**src/rtl/plotter_pkg.sv**
```systemverilog
// Shared plotter definitions: sequencer state encoding and
// screen-coordinate width helpers used across the plotter pipeline.
package plotter_pkg;

    typedef enum logic [2:0] {
        S_IDLE   = 3'd0,
        S_ACCEPT = 3'd1,
        S_ISSUE  = 3'd2,
        S_WAIT   = 3'd3,
        S_DRAIN  = 3'd4
    } state_t;

    function automatic int x_width(input int hor_pixels);
        return $clog2(hor_pixels);
    endfunction

    function automatic int y_width(input int ver_pixels);
        return $clog2(ver_pixels);
    endfunction

endpackage

```
**src/rtl/plot_sequencer_if.sv**
```systemverilog
// Sample-stream, drawer-handshake and frame-control bundle
// between the evaluator, plot_sequencer and line_drawer.
interface plot_sequencer_if #(
    parameter int X_WIDTH = 10,
    parameter int Y_WIDTH = 9
);
    logic               frame_start;
    logic               busy;
    logic               frame_done;
    logic               sample_valid;
    logic               sample_ready;
    logic [Y_WIDTH-1:0] sample_y;
    logic               sample_last;
    logic               line_start;
    logic               line_ready;
    logic [X_WIDTH-1:0] line_x1;
    logic [X_WIDTH-1:0] line_x2;
    logic [Y_WIDTH-1:0] line_y1;
    logic [Y_WIDTH-1:0] line_y2;

    modport master (
        input  frame_start, sample_valid, sample_y, sample_last, line_ready,
        output busy, frame_done, sample_ready, line_start,
        output line_x1, line_x2, line_y1, line_y2
    );

    modport slave (
        output frame_start, sample_valid, sample_y, sample_last, line_ready,
        input  busy, frame_done, sample_ready, line_start,
        input  line_x1, line_x2, line_y1, line_y2
    );
endinterface

```
**src/rtl/plot_y_map.sv**
```systemverilog
// Function value to screen row: clamp to the last visible row,
// then optionally flip so larger values plot higher.
module plot_y_map #(
    parameter int VER_ACTIVE_PIXELS = 480,
    parameter int INVERT_Y          = 1,
    parameter int Y_WIDTH           = 9
) (
    input  logic [Y_WIDTH-1:0] y,
    output logic [Y_WIDTH-1:0] mapped
);
    localparam logic [Y_WIDTH-1:0] Y_MAX = Y_WIDTH'(VER_ACTIVE_PIXELS - 1);

    logic [Y_WIDTH-1:0] clamped;

    assign clamped = (y > Y_MAX) ? Y_MAX : y;
    assign mapped  = (INVERT_Y != 0) ? (Y_MAX - clamped) : clamped;
endmodule

```
**src/rtl/plot_sequencer.sv**
```systemverilog
// Turns a stream of sampled function values into line segments
// and issues them one at a time to line_drawer.
module plot_sequencer
    import plotter_pkg::*;
#(
    parameter int HOR_ACTIVE_PIXELS = 640,
    parameter int VER_ACTIVE_PIXELS = 480,
    parameter int X_STEP            = 1,
    parameter int INVERT_Y          = 1
) (
    input  logic             clk,
    input  logic             rst,
    plot_sequencer_if.master bus
);
    localparam int X_WIDTH = x_width(HOR_ACTIVE_PIXELS);
    localparam int Y_WIDTH = y_width(VER_ACTIVE_PIXELS);
    localparam logic [X_WIDTH:0] X_LAST = (X_WIDTH+1)'(HOR_ACTIVE_PIXELS - 1);
    localparam logic [X_WIDTH:0] STEP   = (X_WIDTH+1)'(X_STEP);

    state_t             state;
    logic [X_WIDTH-1:0] x_cur;
    logic [X_WIDTH-1:0] x1;
    logic [X_WIDTH-1:0] x2;
    logic [Y_WIDTH-1:0] y1;
    logic [Y_WIDTH-1:0] y2;
    logic [Y_WIDTH-1:0] y_mapped;
    logic [X_WIDTH:0]   x_next;
    logic               first;
    logic               last_seen;
    logic               busy;
    logic               frame_done;
    logic               sample_ready;
    logic               line_start;

    plot_y_map #(
        .VER_ACTIVE_PIXELS(VER_ACTIVE_PIXELS),
        .INVERT_Y         (INVERT_Y),
        .Y_WIDTH          (Y_WIDTH)
    ) u_y_map (
        .y     (bus.sample_y),
        .mapped(y_mapped)
    );

    // One extra bit so the step past the right edge is visible
    assign x_next = {1'b0, x_cur} + STEP;

    always_ff @(posedge clk or posedge rst) begin
        if (rst) begin
            state        <= S_IDLE;
            x_cur        <= '0;
            x1           <= '0;
            x2           <= '0;
            y1           <= '0;
            y2           <= '0;
            first        <= 1'b0;
            last_seen    <= 1'b0;
            busy         <= 1'b0;
            frame_done   <= 1'b0;
            sample_ready <= 1'b0;
            line_start   <= 1'b0;
        end else begin
            frame_done <= 1'b0;
            unique case (state)
                S_IDLE: begin
                    if (bus.frame_start) begin
                        x_cur        <= '0;
                        first        <= 1'b1;
                        busy         <= 1'b1;
                        sample_ready <= 1'b1;
                        state        <= S_ACCEPT;
                    end
                end
                S_ACCEPT: begin
                    if (bus.sample_valid) begin
                        x2 <= x_cur;
                        y2 <= y_mapped;
                        // First sample of a frame draws a single pixel
                        if (first) begin
                            x1 <= x_cur;
                            y1 <= y_mapped;
                        end else begin
                            x1 <= x2;
                            y1 <= y2;
                        end
                        last_seen    <= bus.sample_last;
                        sample_ready <= 1'b0;
                        line_start   <= 1'b1;
                        state        <= S_ISSUE;
                    end
                end
                S_ISSUE: begin
                    if (bus.line_ready) begin
                        line_start <= 1'b0;
                        state      <= S_WAIT;
                    end
                end
                S_WAIT: begin
                    if (bus.line_ready) begin
                        if (last_seen) begin
                            busy       <= 1'b0;
                            frame_done <= 1'b1;
                            state      <= S_IDLE;
                        end else if (x_next > X_LAST) begin
                            sample_ready <= 1'b1;
                            state        <= S_DRAIN;
                        end else begin
                            x_cur        <= x_next[X_WIDTH-1:0];
                            first        <= 1'b0;
                            sample_ready <= 1'b1;
                            state        <= S_ACCEPT;
                        end
                    end
                end
                S_DRAIN: begin
                    if (bus.sample_valid && bus.sample_last) begin
                        busy         <= 1'b0;
                        sample_ready <= 1'b0;
                        frame_done   <= 1'b1;
                        state        <= S_IDLE;
                    end
                end
                default: state <= S_IDLE;
            endcase
        end
    end

    assign bus.busy         = busy;
    assign bus.frame_done   = frame_done;
    assign bus.sample_ready = sample_ready;
    assign bus.line_start   = line_start;
    assign bus.line_x1      = x1;
    assign bus.line_x2      = x2;
    assign bus.line_y1      = y1;
    assign bus.line_y2      = y2;
endmodule

```
**src/flat_wrapper.sv**
```systemverilog
// flat-port wrapper written by rule: the top's interface ports become plain ports
module plot_sequencer_flat import plotter_pkg::*;
#(
    parameter int HOR_ACTIVE_PIXELS = 640,
    parameter int VER_ACTIVE_PIXELS = 480,
    parameter int X_STEP            = 1,
    parameter int INVERT_Y          = 1
)
  (clk, rst, bus_frame_start, bus_sample_valid, bus_sample_y, bus_sample_last, bus_line_ready, bus_busy, bus_frame_done, bus_sample_ready, bus_line_start, bus_line_x1, bus_line_x2, bus_line_y1, bus_line_y2);
  plot_sequencer_if #(.X_WIDTH(10), .Y_WIDTH(9)) bus_i ();
  input  logic clk;
  input  logic rst;
  input wire logic [$bits(bus_i.frame_start)-1:0] bus_frame_start;
  input wire logic [$bits(bus_i.sample_valid)-1:0] bus_sample_valid;
  input wire logic [$bits(bus_i.sample_y)-1:0] bus_sample_y;
  input wire logic [$bits(bus_i.sample_last)-1:0] bus_sample_last;
  input wire logic [$bits(bus_i.line_ready)-1:0] bus_line_ready;
  output wire logic [$bits(bus_i.busy)-1:0] bus_busy;
  output wire logic [$bits(bus_i.frame_done)-1:0] bus_frame_done;
  output wire logic [$bits(bus_i.sample_ready)-1:0] bus_sample_ready;
  output wire logic [$bits(bus_i.line_start)-1:0] bus_line_start;
  output wire logic [$bits(bus_i.line_x1)-1:0] bus_line_x1;
  output wire logic [$bits(bus_i.line_x2)-1:0] bus_line_x2;
  output wire logic [$bits(bus_i.line_y1)-1:0] bus_line_y1;
  output wire logic [$bits(bus_i.line_y2)-1:0] bus_line_y2;
  assign bus_i.frame_start = bus_frame_start;
  assign bus_i.sample_valid = bus_sample_valid;
  assign bus_i.sample_y = bus_sample_y;
  assign bus_i.sample_last = bus_sample_last;
  assign bus_i.line_ready = bus_line_ready;
  assign bus_busy = bus_i.busy;
  assign bus_frame_done = bus_i.frame_done;
  assign bus_sample_ready = bus_i.sample_ready;
  assign bus_line_start = bus_i.line_start;
  assign bus_line_x1 = bus_i.line_x1;
  assign bus_line_x2 = bus_i.line_x2;
  assign bus_line_y1 = bus_i.line_y1;
  assign bus_line_y2 = bus_i.line_y2;
  plot_sequencer #(.HOR_ACTIVE_PIXELS(HOR_ACTIVE_PIXELS), .VER_ACTIVE_PIXELS(VER_ACTIVE_PIXELS), .X_STEP(X_STEP), .INVERT_Y(INVERT_Y)) u_core (.clk(clk), .rst(rst), .bus(bus_i));
endmodule
```
**config.mk**
```make
export PLATFORM = sky130hd
export DESIGN_NAME = plot_sequencer_flat
export DESIGN_NICKNAME = d
export VERILOG_FILES = /design/src/rtl/plotter_pkg.sv /design/src/rtl/plot_sequencer_if.sv /design/src/rtl/plot_y_map.sv /design/src/rtl/plot_sequencer.sv /design/src/flat_wrapper.sv
export SDC_FILE = /design/constraint.sdc
export NUM_CORES = 1
export LEC_CHECK = 0
export ABC_AREA = 1
export CORE_AREA = 2 2 66 99
export CTS_CLUSTER_DIAMETER = 40
export CTS_CLUSTER_SIZE = 40
export DETAILED_ROUTE_END_ITERATION = 7
export DIE_AREA = 0 0 68 101
export MAX_ROUTING_LAYER = met4
export PLACE_DENSITY_LB_ADDON = 0.12
export SETUP_SLACK_MARGIN = 0.2
export SYNTH_ARGS = -nofsm -noshare
export SYNTH_HDL_FRONTEND = slang
export SYNTH_SLANG_ARGS = --single-unit
```
**constraint.sdc**
```tcl
create_clock -name clk -period 4.57 [get_ports clk]
set_clock_uncertainty 0.15 [all_clocks]
set_input_delay 1.371 -clock clk [delete_from_list [all_inputs] [get_ports clk]]
set_output_delay 1.371 -clock clk [all_outputs]
set_load 0.05 [all_outputs]
```
# == After elaboration in Yosys (flattened, before gate mapping) ==
# Index checks and enable logic that the tools add are counted.
# totals
reg_bits,57
in_bits,15
elab_cells,76
# classes
n_lt_le_gt_ge,2
eq_ne,12
mux,36
n_addsub,2
reduce_logical,12
# ops
op,n
10-bit 2-to-1 mux,5
3-bit 2-to-1 mux,7
10-bit case mux with 2 select lines,1
9-bit 2-to-1 mux,2
1-bit 2-to-1 mux,15
3-bit case mux with 5 select lines,1
5-bit AND reduction,3
2-bit != test (second input constant),6
10-bit by 1-bit adder with 11-bit output (second input constant),1
11-bit by 10-bit > comparator with 1-bit output (second input constant),1
9-bit > comparator (second input constant),1
9-bit subtractor (first input constant),1
3-bit by 2-bit equality test with 1-bit output (second input constant),2
1-bit case mux with 2 select lines,3
6-bit AND reduction,1
2-bit by 1-bit != test with 1-bit output (second input constant),2
1-bit case mux with 4 select lines,1
2-bit nonzero test,2
4-bit nonzero test,1
3-bit by 1-bit equality test with 1-bit output (second input constant),1
3-bit equality test (second input constant),1
3-bit zero test,1
1-bit case mux with 3 select lines,1
3-bit AND reduction,1
3 further kinds,3

# == Depth between registers and ports, before layout ==
# Gate-level depths: netlist of run 1.
# depth
depth_word,6
depth_mapped,13

# == By module ==
# A second synthesis of run 1 with hierarchy kept.
# unflattened
hier_cells,393
hier_area_um2,2920.3
# by_module_without_submodules
module,seq_area_each_um2,cells_per_inst,n_inst,area_each_um2
plot_sequencer,1426.4,375,1,2827.7
plot_y_map,0.0,18,1,92.6

# == Least setup slack after synthesis of run 1 ==
# Ideal clock, no wire load.
# synth_timing
path_kind,input port to flip-flop
from,input bus_sample_y[6]
to,"register u_core.y1[6], in the netlist u_core.bus.line_y1[6]"
cell_stages,7
t_arrival_ps,2249
setup_slack_ps,2088
n_path_buf,0
cell_sequence,nand3_1 > o21ai_0 > inv_1 > ha_1 > nand2_1 > o21ai_0 > o21ai_0
# synth_via
elab_chain_len,4
# synth_rtl
element,line,source
from (decl),flat_wrapper.sv:15,input wire logic [$bits(bus_i.sample_y)-1:0] bus_sample_y;
9-bit > comparator,plot_y_map.sv:15,assign clamped = (y > Y_MAX) ? Y_MAX : y;
9-bit 2-to-1 mux,plot_y_map.sv:15,
net u_core.u_y_map.clamped[5],plot_y_map.sv:13,logic [Y_WIDTH-1:0] clamped;
9-bit subtractor,plot_y_map.sv:16,assign mapped = (INVERT_Y != 0) ? (Y_MAX - clamped) : clamped;
9-bit 2-to-1 mux,plot_sequencer.sv:78,if (first) begin
to (signal assigned),plot_sequencer.sv:80,y1 <= y_mapped;
to (signal assigned),plot_sequencer.sv:83,y1 <= y2;
to (decl),plot_sequencer.sv:24,logic [Y_WIDTH-1:0] y1;
# The timed path passes the listed nets, and every way through them passes these cells.
# A chain may end at the register's enable or synchronous reset.

# == Worst setup path in the final report of run 1 ==
# layout_timing
from,"register u_core.x2[5], in the netlist u_core.bus.line_x2[5]"
to,output bus_line_x2[5]
# layout_rtl
element,line,source
from (decl),plot_sequencer.sv:23,logic [X_WIDTH-1:0] x2;
from (signal assigned),plot_sequencer.sv:75,x2 <= x_cur;
to (decl),flat_wrapper.sv:23,output wire logic [$bits(bus_i.line_x2)-1:0] bus_line_x2;
# No word-level cell between the ends.

==> results.yml, run 1 <==
timing:
  fmax_mhz: 327
  finalHoldViolations: 0
  rsz0062_at_grt: "false"
  finalWorstSetupSlack_ns: 1.51
  period_share_pct: 67.0
  slew_viol_final: 0
  worst_pin_slew_ns: 0.735
  relSlewSlack_pct: 51.0
  setup_viol: 0
  finalSetupTns_ns: 0
  period_minus_slack_ns: 3.06
route:
  first_pass_iters: 4
  route.detailed.drc: 0
  wl_per_cell_um: 13.0
  postRouteAntennaNets: 0
  vias: 2559
  via_per_inst: 5.08
  routed_wl_um: 6550
  drtIter0Drc: 141
synth:
  synth_area_per_cell_um2: 7.79
  netlist_area_um2: 2900
  syn_inst: 372
  netlist.area_leader.share_pct: 49.2
  synth_seq_cells: 57
  synthTopCellsByArea: "dfrtp_1, nand2_1, nor2_1, o21ai_0, a21oi_1"
  yosysWarnings: 0
  post_synth_num_cell_types: 31
  ys_seq_area_share_pct: 49.2
  synth.largest_area_cell: "dfrtp_1"
  syn-num-nets: 390
setup_path:
  cp_num_buf_inv: 1
  crit_family: "buffers and inverters"
  r2r-start: "u_core.first"
  critPathRequiredTime_ns: 3.05
  r2r_slack_ns: 2.26
  r2r-end: "u_core.bus.line_y1[8]"
  critical_path_class: "reg2out"
  worst_path_max_delay_cell: "clkdlybuf4s50_1"
  arrival_ns: 1.54
  max_stage_delay_ns: 0.82
  cp-startpoint: "u_core.bus.line_x2[5]"
  crit_chain: "clkdlybuf4s50_1"
  path_max_fanout: 3
  ff2ff_path_depth: 4
  endpoint_kind: "primary output"
  startpoint_type: "register"
final_layout:
  fin_util_pct: 60.4
  final_layout_size_suffix_gt1_share_pct: 10.2
  fillCellCount: 581
  antenna_cells: 0
  nets: 443
  area_growth_pct: 26.0
  final_cells: 504
worst_hold_path:
  hold_depth: 2
  hold_start: "u_core.bus.line_y1[7]"
  whs_endpoint: "u_core.bus.line_y1[7]"
  hold_class: "reg2reg"
placed_design:
  dpl.cell_count: 488
  dp_slack_ns: 1.28
  dpl.hpwl_um: 4650
  place_congestion: 0.904
  io_buffers: 56
global_routing:
  grt_overflow: 0
  antenna_found_initial: 0
  grt_pass1_wl_um: 10800
  grt_usage_pct: 21.3
  grt_pass1_vias: 2386
  grt_max_degree: 41
floorplan:
  core_area_um2: 6040
  die-area_um2: 6870
  die_h_um: 101
  chipWidth_um: 68
  floorplan.initialDensity_pct: 48.0
  placementRows: 35
  io_pins: 57
run:
  drv_cap: 0
clocking:
  cts.repair.resized: 0
  cts_root_buf: "clkbuf_8"
  clock_path_buffers: 2
  cts_hold_buf: 0
  postCtsSetupRepairBufs: 0
  h-tree-depth: 3
  worstSkewPairLatency_ns: 0.33
  numCtsBuffers: 9
  clkSinkCount: 57
  path_clk_slew_ns: 0.06
  cts_tree: "yes"
pwr:
  total_power_mw: 2.58
  cellLeakagePower_nw: 1.68
  power.density_nw_per_um2: 705
  ir_drop_mv: 0.313
run_status:
  status: "finished clean"
## cells in the mapped netlist, drive strengths merged
library cell,number
nand2,130
o21bai,1
buf,7
nor4,1
o21a,1
dfrtp,57
a31oi,10
inv,29
ha,3
a32o,1
nand4,5
nor2,46
nand3,22
nor3,3
a21oi,19
clkinv,1
xnor2,1
clkbuf,10
o22ai,1
xor2,1
o21ai,23
## registers in the layout, indices dropped and copies added, names as in the netlist, 3 cells and up
| signal | count |
|---|---|
| u_core.bus.line_y2 | 9 |
| u_core.bus.line_y1 | 9 |
| u_core.bus.line_x1 | 10 |
| u_core.state | 3 |
| u_core.x_cur | 10 |
| u_core.bus.line_x2 | 10 |
## worst max path at each step
stage                                  to  depth (start not counted)
finish                     bus_line_x2[5]                          1
global route               bus_line_y2[5]                          1
CTS                        bus_line_x2[5]                          1
detailed placement  u_core.bus.line_y1[8]                          7
global placement    u_core.bus.line_y1[8]                          7
floorplan                 u_core.bus.busy                          1
## placed cells by master (no fill, tap or decap), types with 2 or more instances in the layout
master | netlist | routed
nand2_4 | 2 | 2
nand2_2 | 5 | 5
buf_4 | 2 | 3
o21ai_1 | 2 | 2
a21oi_1 | 19 | 19
nand4_1 | 5 | 5
nor3_1 | 3 | 3
inv_1 | 23 | 22
nand2_1 | 123 | 123
nor2_4 | 2 | 2
a31oi_1 | 10 | 10
clkinvlp_4 | 0 | 2
inv_2 | 6 | 7
nand3_2 | 6 | 6
clkbuf_8 | 0 | 9
nor2_1 | 41 | 41
clkdlybuf4s50_1 | 0 | 56
nor2_2 | 3 | 3
o21ai_0 | 21 | 21
clkinv_2 | 0 | 4
ha_1 | 3 | 3
dfrtp_1 | 57 | 57
nand3_1 | 15 | 15
## final cells by class
type | instances | area (µm²) | area share [%]
sequential | 57 | 1430 | 39.1
multi-input combinational | 268 | 1270 | 34.9
timing repair buffer | 59 | 583 | 16.0
clock buffer | 10 | 128 | 3.49
inverter | 30 | 113 | 3.08
tap | 74 | 92.6 | 2.54
clock inverter | 6 | 35.0 | 0.959
## layer usage
| layer | share of wire, % | track usage [%] | wire, µm |
|---|---|---|---|
| met1 | 44 | 26.6 | 2890 |
| met2 | 50 | 33.4 | 3300 |
| met3 | 4.7 | 5.03 | 305 |
| met4 | 0.79 | 7.54 | 52 |
| met5 | 0 | - | 0 |
## kinds of logic (layout without fill, tap and decap cells)
kind of cell / count (synthesis) / count (layout) / synth area share [%]
adders and majority gates: 3 / 3 / 1.30
buffers and inverters: 47 / 105 / 6.78
xor gates and xnor gates: 2 / 2 / 0.605
AOI/OAI and AO/OA: 56 / 56 / 10.5
DFF: 57 / 57 / 49.2
and+or+nand+nor: 207 / 207 / 31.6
## where the power goes
group          switching [mW]  internal [mW]  leakage [nW]
sequential              0.141          0.674         0.724
combinational           0.949          0.419         0.877
clock                   0.199          0.192        0.0818
## stage by stage
stage | hold WS (ns) | area (µm²)
final | 0.342 | 3650
after global routing | 0.371 | 3650
after CTS | 0.341 | 3650
after detailed placement | 0.325 | 3490
after global placement | 0.325 | 3490
after floorplan | 0.362 | 2900
Power figures use the tool's default switching activity.
==> run 2: changes to the inputs <==
--- a/config.mk
+++ b/config.mk
@@ -6,11 +6,11 @@
 export NUM_CORES = 1
 export LEC_CHECK = 0
 export ABC_AREA = 1
-export CORE_AREA = 2 2 66 99
+export CORE_AREA = 2 2 68 102
 export CTS_CLUSTER_DIAMETER = 40
 export CTS_CLUSTER_SIZE = 40
 export DETAILED_ROUTE_END_ITERATION = 7
-export DIE_AREA = 0 0 68 101
+export DIE_AREA = 0 0 70 104
 export MAX_ROUTING_LAYER = met4
 export PLACE_DENSITY_LB_ADDON = 0.12
 export SETUP_SLACK_MARGIN = 0.2
==> constraint.sdc (replaced) <==
create_clock -name clk -period 2.5 [get_ports clk]
set_clock_uncertainty 0.15 [all_clocks]
set_input_delay 0.75 -clock clk [delete_from_list [all_inputs] [get_ports clk]]
set_output_delay 0.75 -clock clk [all_outputs]
set_load 0.05 [all_outputs]
==> results.yml, run 2 (synthesis gave the netlist of run 1 again) <==
run_status:
  status: "finished clean"
worst_hold_path:
  whs_endpoint: "u_core.bus.line_y1[6]"
  hold_class: "reg2reg"
  hold_start: "u_core.bus.line_y1[6]"
  hold_depth: 2
timing:
  finalWorstSetupSlack_ns: 0.324
  worst_pin_slew_ns: 0.614
  hold-worst-slack_ns: 0.335
  slew_viol_final: 0
  rsz0062_at_grt: "false"
  setup_viol: 0
  fmax_mhz: 460
  finalHoldViolations: 0
  period_minus_slack_ns: 2.18
  relSlewSlack_pct: 58.8
  period_share_pct: 87.0
setup_path:
  endpoint_kind: "primary output"
  max_stage_delay_ns: 0.55
  ff2ff_path_depth: 13
  worst_path_max_delay_cell: "dlygate4sd2_1"
  crit_chain: "dlygate4sd2_1"
  critPathRequiredTime_ns: 1.60
  r2r-start: "u_core.x_cur[1]"
  critical_path_class: "reg2out"
  r2r-end: "u_core.x_cur[4]"
  cp_num_buf_inv: 1
  startpoint_type: "register"
  crit_family: "buffers and inverters"
  r2r_slack_ns: 0.36
  arrival_ns: 1.28
  path_max_fanout: 3
route:
  drtIter0Drc: 164
  routed_wl_um: 6910
  vias: 2596
  via_per_inst: 5.08
  first_pass_iters: 4
  wl_per_cell_um: 13.5
  postRouteAntennaNets: 0
  route.detailed.drc: 0
final_layout:
  final_cells: 511
  area_growth_pct: 29.7
  final_cell_mix: "nand2_1, dfrtp_1, nor2_1, dlygate4sd2_1, inv_1"
  antenna_cells: 0
  fillCellCount: 613
  final_layout_size_suffix_gt1_share_pct: 12.4
  nets: 448
  layout_commonest_cell: "nand2_1"
clocking:
  numCtsBuffers: 9
  clkSinkCount: 57
  clock_path_buffers: 2
  cts_tree: "yes"
  path_clk_slew_ns: 0.06
  cts_root_buf: "clkbuf_8"
  worstSkewPairLatency_ns: 0.35
  h-tree-depth: 3
floorplan:
  io_pins: 57
  die-area_um2: 7280
  placementRows: 36
  die_h_um: 104
  floorplan.initialDensity_pct: 45.3
  chipWidth_um: 70
  core_area_um2: 6400
global_routing:
  grt_usage_pct: 20.3
  grt_max_degree: 58
  antenna_found_initial: 0
  grt_pass1_wl_um: 11500
  grt_overflow: 0
  grt_pass1_vias: 2492
pwr:
  ir_drop_mv: 0.672
  power.density_nw_per_um2: 1320
  cellLeakagePower_nw: 1.85
run:
  drv_cap: 0
placed_design:
  dp_slack_ns: -0.0124
  place_congestion: 0.827
  dpl.hpwl_um: 4620
  dpl.cell_count: 494
  io_buffers: 56
[run 2: changes by cell type in the layout (fill, tap and decap cells not counted), sizes merged]
cell           delta
dlygate4sd2      +39
clkinv            -3
bufinv            +3
buf               +8
clkdlybuf4s50    -42
clkinvlp          -1
clkbuf            +1
[run 2: per-layer routing]
metal	track usage (%)	vias to the layer above	routed length, µm
li1	-	1314	-
met1	24.1	1211	3130
met2	33.7	56	3340
met3	3.20	15	273
met4	9.48	0	162
met5	-	-	0
[run 2: through the flow]
stage / utilization [%] / area (µm²) / TNS [ns] / total power [mW]
CTS: 58.6 / 3750 / 0 / 4.98
detailed placement: 55.5 / 3550 / -0.0124 / 4.10
floorplan: - / 2900 / 0 / 3.26
finish: 58.7 / 3760 / 0 / 4.97
global placement: 55.5 / 3550 / 0 / 4.07
global route: 58.7 / 3760 / 0 / 5.25
[run 2: report_power, final]
group          internal [mW]  total, mW  switching [mW]  leakage [nW]
clock                  0.688       1.07           0.384         0.120
combinational          0.645       2.47            1.82          1.01
sequential              1.23       1.43           0.197         0.721
total                   2.57       4.97            2.40          1.85
[run 2: what timing repair did]
action | 4_1_cts | 5_1_grt
buffers inserted | 0 | 1
hold buffers | 0 | 0
cloned | 0 | 0
resized for setup | 39 | 3
endpoints found under the setup margin | 39 | 11
[run 2: area by class of cell]
type / instances / area [µm²] / share of cell area, %
multi-input cells: 268 / 1270 / 33.9
flip-flops and latches: 57 / 1430 / 38.0
well taps: 76 / 95.1 / 2.53
clock buffers: 11 / 141 / 3.76
repair buffers: 64 / 602 / 16.0
inverters: 30 / 113 / 3.00
clock inverters: 5 / 103 / 2.73
[run 2: how the worst max path moves through the flow]
stage / startpoint / endpoint / cells past startpoint
global route: u_core.x_cur[1] / u_core.x_cur[0] / 13
detailed placement: bus_sample_y[7] / u_core.bus.line_y1[7] / 8
finish: u_core.bus.line_x2[8] / bus_line_x2[8] / 1
CTS: u_core.x_cur[0] / u_core.x_cur[7] / 12
floorplan: rst / u_core.bus.busy / 1
global placement: bus_sample_y[7] / u_core.bus.line_y1[7] / 8
